### src/rtl/shift_right_seq.sv
// Sequential right shifter (logical/arithmetic), one step per SHIFT cycle.
// Optional macro SHIFT_RIGHT_SEQ_FAST_EN: step by 4 while at least 4 positions remain.
module shift_right_seq #(
  parameter int NB_DATA  = 32,
  parameter int NB_SHAMT = 5
) (
  input  logic                i_clk,
  input  logic                i_reset,
  input  logic                i_valid,
  input  logic [NB_DATA-1:0]  i_data,
  input  logic [NB_SHAMT-1:0] i_shamt,
  input  logic                i_arith,
  output logic                o_ready,
  output logic                o_valid,
  input  logic                i_ready,
  output logic [NB_DATA-1:0]  o_data
);

  typedef enum logic [1:0] {IDLE, SHIFT, DONE} state_t;

  state_t                     state;
  logic signed [NB_DATA-1:0]  work;
  logic [NB_SHAMT-1:0]        cnt;
  logic                       arith_r;
  logic [NB_SHAMT-1:0]        step;
  logic                       fill;

  // Shift right by amt, filling vacated positions with f.
  function automatic logic signed [NB_DATA-1:0] shr_fill(
    input logic signed [NB_DATA-1:0] d,
    input logic                      f,
    input logic [NB_SHAMT-1:0]       amt
  );
    logic signed [NB_DATA:0] ext;
    ext = $signed({f, d}) >>> amt;
    return ext[NB_DATA-1:0];
  endfunction

  // In arithmetic mode the working MSB never changes, so it is the operand sign.
  assign fill = arith_r & work[NB_DATA-1];

`ifdef SHIFT_RIGHT_SEQ_FAST_EN
  assign step = (cnt >= NB_SHAMT'(4)) ? NB_SHAMT'(4) : NB_SHAMT'(1);
`else
  assign step = NB_SHAMT'(1);
`endif

  always_ff @(posedge i_clk) begin
    if (i_reset) begin
      state   <= IDLE;
      work    <= '0;
      cnt     <= '0;
      arith_r <= 1'b0;
      o_ready <= 1'b1;
      o_valid <= 1'b0;
    end else begin
      case (state)
        IDLE: begin
          if (i_valid) begin
            work    <= i_data;
            cnt     <= i_shamt;
            arith_r <= i_arith;
            o_ready <= 1'b0;
            if (i_shamt != '0) begin
              state <= SHIFT;
            end else begin
              state   <= DONE;
              o_valid <= 1'b1;
            end
          end
        end
        SHIFT: begin
          work <= shr_fill(work, fill, step);
          cnt  <= cnt - step;
          if (cnt == step) begin
            state   <= DONE;
            o_valid <= 1'b1;
          end
        end
        DONE: begin
          if (i_ready) begin
            state   <= IDLE;
            o_valid <= 1'b0;
            o_ready <= 1'b1;
          end
        end
        default: begin
          state   <= IDLE;
          o_valid <= 1'b0;
          o_ready <= 1'b1;
        end
      endcase
    end
  end

  assign o_data = work;

endmodule

### config.mk
export PLATFORM = sky130hd
export DESIGN_NAME = shift_right_seq
export DESIGN_NICKNAME = d
export VERILOG_FILES = /design/src/rtl/shift_right_seq.sv
export SDC_FILE = /design/constraint.sdc
export NUM_CORES = 1
export LEC_CHECK = 0
export ABC_CLOCK_PERIOD_IN_PS = 1300
export CORE_MARGIN = 1
export CORE_UTILIZATION = 39
export CTS_CLUSTER_SIZE = 28
export DETAILED_ROUTE_END_ITERATION = 6
export GPL_ROUTABILITY_DRIVEN = 0
export PLACE_DENSITY = 0.86
export RECOVER_POWER = 25
export SYNTH_ARGS = -nofsm -noshare
export SYNTH_HDL_FRONTEND = slang
export SYNTH_SLANG_ARGS = --single-unit
### constraint.sdc
create_clock -name i_clk -period 1.3 [get_ports i_clk]
set_input_delay 0.195 -clock i_clk [delete_from_list [all_inputs] [get_ports i_clk]]
set_output_delay 0.195 -clock i_clk [all_outputs]
set_load 0.01 [all_outputs]
---- Yosys cells after proc, flatten, opt, wreduce, memory -nomap -nowiden ----
Index checks and enable logic that the tools add are counted.
word-level totals
  register bits ........................... 42
  bits in latches ......................... 0
  RAM bits ................................ 0
  ROM bits ................................ 0
  word-level logic and storage cells ...... 41
  memories ................................ 0
cells by class
  add/sub/neg operators ................... 1
  $mul .................................... 0
  div/mod/pow operators ................... 0
  order comparisons ....................... 0
  equal/unequal tests ..................... 7
  shifts and indexed selects .............. 0
  mux-type cells .......................... 17
  bitwise gates (word level) .............. 2
  reductions and logical operators ........ 8
operators with widths
  kind                                                  number
  one-hot mux 32 bit (2 select lines)                   1
  two-way mux 32 bit                                    1
  one-hot mux 5 bit (2 select lines)                    1
  two-way mux 2 bit                                     4
  != test 2 bit (second input constant)                 4
  two-way mux 1 bit                                     6
  one-hot mux 1 bit (3 select lines)                    2
  one-hot mux 2 bit (3 select lines)                    1
  AND reduction 3 bit                                   2
  equality test 5 x 1 -> 1 bit (second input constant)  1
  two-way mux 5 bit                                     1
  nonzero test 5 bit                                    1
  subtractor 5 x 1 -> 5 bit (second input constant)     1
  AND reduction 2 bit                                   2
  AND reduction 4 bit                                   1
  equality test 2 x 1 -> 1 bit (second input constant)  1
  equality test 2 bit (second input constant)           1
  logical NOT 2 bit                                     1
  nonzero test 2 bit                                    1
  bitwise AND 1 bit                                     1
  NOT 1 bit                                             1

---- Longest topological paths before layout ----
  depth in word-level cells ............... 4
  gate-level depth with buffers ........... 6
  depth with buffers taken out ............ 5

---- Worst setup path after synthesis ----
No wires, ideal clock.
  path type ............................... flip-flop to flip-flop
  start point ............................. register state[1]
  end point ............................... register state[1]
  arrival time ............................ 1229 ps
  required time ........................... 1230 ps
  path slack .............................. 0 ps
  stages on the path, launching flop included .. 5
  buffers on the path ..................... 1
  period minus slack after synthesis ...... 1300 ps
  cells stage by stage .................... dfxtp_1 -> clkbuf_1 -> nor3b_1 -> or3b_1 -> a21oi_1
between the ends
  longest elaborated chain between the ends .. 3
  elaborated cells on any way between the ends .. 8
  those cells by class .................... eq/ne: 5; mux: 1; reduce/logical: 2
ends and longest elaborated chain
  what                                                        line  RTL
  from (decl)                                                 21    state_t state;
  from (signal assigned)                                      50    state <= IDLE;
  from (signal assigned)                                      65    state <= SHIFT;
  from (signal assigned)                                      67    state <= DONE;
  equality test 2 x 1 -> 1 bit, or another cell as far along  57    case (state)
  != test 2 bit (no line)                                     --
  AND reduction 3 bit (no line)                               --
Several ways; a longest one is shown, not always the timed one.
A chain may end at the register's enable or synchronous reset.

---- Worst setup path after layout ----
  start point ............................. register state[1]
  end point ............................... register work[28], in the netlist o_data[28]
between the ends
  longest elaborated chain between the ends .. 3
  elaborated cells on any way between the ends .. 6
  those cells by class .................... eq/ne: 2; mux: 1; reduce/logical: 3
ends and longest elaborated chain
  what                                                               line  RTL
  equality test 2 x 1 -> 1 bit or logical NOT 2 bit (tied branches)  57
  nonzero test 2 bit (no line) or != test 2 bit (tied branches)      --
  AND reduction 2 bit (no line)                                      --
  to (signal assigned)                                               60    work <= i_data;
  to (signal assigned)                                               73    work <= shr_fill(work, fill, step);
  to (decl)                                                          22    logic signed [NB_DATA-1:0] work;
Several ways; a longest one is shown, not always the timed one.

==> metrics.yaml <==
synth:
  syn_area_um2: 1970
  yosys.cell_types.count: 32
  synth_edf_count: 0
  synthesis.nets: 293
  async_flop_share: 0
  postSynthCellCount: 249
  ys_seq_elements: 42
  ys_warn_count: 0
  syn_avg_cell_area_um2: 7.91
  ys.flop_type: "dfxtp_1"
  yosysSeqAreaShare: 0.427
drt:
  wl_per_cell_um: 15.7
  finalWirelength_um: 6350
  drc: 0
  first_pass_iters: 4
  vias: 2224
  ant_nets: 0
  initialDrtViolationCount: 138
  vias_per_cell: 5.50
floorplanning:
  io_pins: 76
  initial_core_util: 0.412
  rows: 25
  die-area_um2: 5340
  die_y_um: 73.1
  coreArea_um2: 4790
  die_w_um: 73.1
global_route:
  grt_pass1_wl_um: 8970
  antenna_found_initial: 0
  grt_use_total: 0.216
  grt_max_degree: 39
  grt.overflow.total: 0
  grt_pass1_vias: 1932
sta:
  max_slew_margin: 0.795
  finalSetupTns_ps: -923
  skew_ps: 3.76
  hold_viol: 0
  tightest_slew_ps: 307
  max_freq_mhz: 717
  layout_setup_ws_ps: -94.7
  period_minus_slack_ps: 1390
  holdWs_ps: 355
  drv_slew: 0
  setup_viol: 29
  rsz0062_at_grt: "yes"
  timing.final.crit_share: 1.07
flow_run:
  drv_cap: 0
critical_path:
  critPathKind: "reg2reg"
  critPathCaptureType: "flip-flop"
  cp_max_fo: 8
  required_ps: 1500
  critPathLaunchType: "flip-flop"
  arrival_ps: 1590
cells_and_area:
  final_util: 0.706
  fillers: 400
  antennaDiodeCount: 0
  multi_input_area_um2: 1260
  final_layout_size_suffix_gt1_frac: 0.279
  syn_to_final_growth_pct: 71.5
  nets: 381
  regArea_um2: 851
run_status:
  violations: "negative setup slack"
  outcome: "finished, violations left"
clock_tree:
  worstSkewPairLatency_ps: 290
  clkTransAtPathRegs_ps: 80
  cts_root_buf: "clkbuf_8"
  cts_buffer_depth: 2
  numCtsBuffers: 5
  cts.sinks: 42
  cts_tree: "done"
  h-tree-depth: 2
power:
  max-vdd-ir-drop_mv: 0.632
  power_density_nw_per_um2: 1150
  static-leakage-power_nw: 1.49
placed_design:
  portBuffers: 75
  dp_slack_ps: -440
  dp_hpwl_um: 3630
worst_hold_path:
  hp-class: "in2reg"
[synthesized netlist by cell type, types with 2 or more instances]
cell type / number / share of area
nor3b_1: 2 / 0.0076
ha_1: 2 / 0.013
a21oi_1: 4 / 0.010
nor2_1: 38 / 0.072
a211oi_1: 5 / 0.019
o211ai_1: 2 / 0.0076
dfxtp_1: 42 / 0.43
buf_2: 14 / 0.036
or3b_2: 3 / 0.013
a31o_2: 2 / 0.0089
clkbuf_1: 9 / 0.017
mux2i_1: 2 / 0.010
nand2b_1: 5 / 0.016
inv_1: 3 / 0.0057
nor3_1: 3 / 0.0076
a311oi_1: 32 / 0.14
nand2_1: 64 / 0.12
o21ai_0: 2 / 0.0051
o22ai_1: 2 / 0.0064
[what timing repair did]
action                                  4_1_cts  5_1_grt
buffers inserted                              2        3
resized for setup                            56       56
endpoints found under the setup margin       73       38
gates cloned                                  1        2
hold buffers                                  0        0
pin swaps                                     0       37
[kinds of logic after synthesis]
| kind of cell | after synthesis | share of synthesized area |
|---|---|---|
| adders and majority gates | 2 | 0.0127 |
| AOI/OAI and AO/OA | 54 | 0.222 |
| muxes | 2 | 0.0102 |
| and+or+nand+nor | 122 | 0.266 |
| buffers and inverters | 27 | 0.0623 |
| DFF | 42 | 0.427 |
[critical path, stage by stage, from the launching register on]
cell and delay [ps]:
dfxtp_4 380, buf_6 120, nor2b_4 240, buf_8 200, nand2_4 50, a311oi_2 290
[state kept, by name (all words and copies together) (netlist names)]
name	flops
arith_r	1
o_valid	1
state	2
o_data	32
cnt	5
o_ready	1
[power by group]
group          internal [mW]  total (mW)  switching, mW
logic                  0.647        1.24          0.594
registers               1.44        1.59          0.155
clock network          0.615        1.06          0.444
total                   2.70        3.89           1.19
[metrics by stage]
step | instances | instance area, um^2 | total power [mW]
final | 404 | 3380 | 3.89
after global routing | 404 | 3380 | 4.08
after CTS | 399 | 3050 | 3.67
after detailed placement | 389 | 2910 | 2.65
after global placement | 389 | 2910 | 2.62
after floorplan | 249 | 1970 | 2.09
[layout make-up]
type	count	share of cell area
multi-input cells	180	0.375
repair buffers	105	0.312
flip-flops and latches	42	0.252
well taps	67	0.0248
clock buffers	6	0.0245
clock inverters	1	0.00889
inverters	3	0.00333
[metal layers]
metal | GRT usage | routed length (um) | vias up
li1 | - | - | 1053
met3 | 0.0525 | 259 | 14
met2 | 0.382 | 3310 | 72
met1 | 0.266 | 2660 | 1085
met4 | 0.0458 | 119 | 0
met5 | 0 | 0 | -
[path summary, 6_finish.rpt]
check                  start          to  slack, ps  depth (start not counted)
hold reg to reg    o_data[0]   o_data[0]        500                          2
setup / recovery    state[1]  o_data[28]        -90                          5
setup reg to reg    state[1]  o_data[28]        -90                          5
hold / removal    i_shamt[4]    state[1]        350                          4
[cells in the final DEF, fill, tap and decap left out, types with 3 or more instances in the layout]
master	netlist	layout
nand2_1	64	47
nor2_1	38	38
dfxtp_1	42	38
dlygate4sd2_1	0	37
clkdlybuf4s50_1	0	36
a311oi_2	0	16
a311oi_1	32	16
buf_4	1	16
nand2_2	0	12
buf_6	0	7
clkbuf_8	0	6
nand2_4	0	5
buf_12	0	4
nand2b_1	5	3
a21oi_1	4	3
nor3_1	3	3
a211oi_1	5	3
Note: power is estimated with default switching activity, not from simulation.
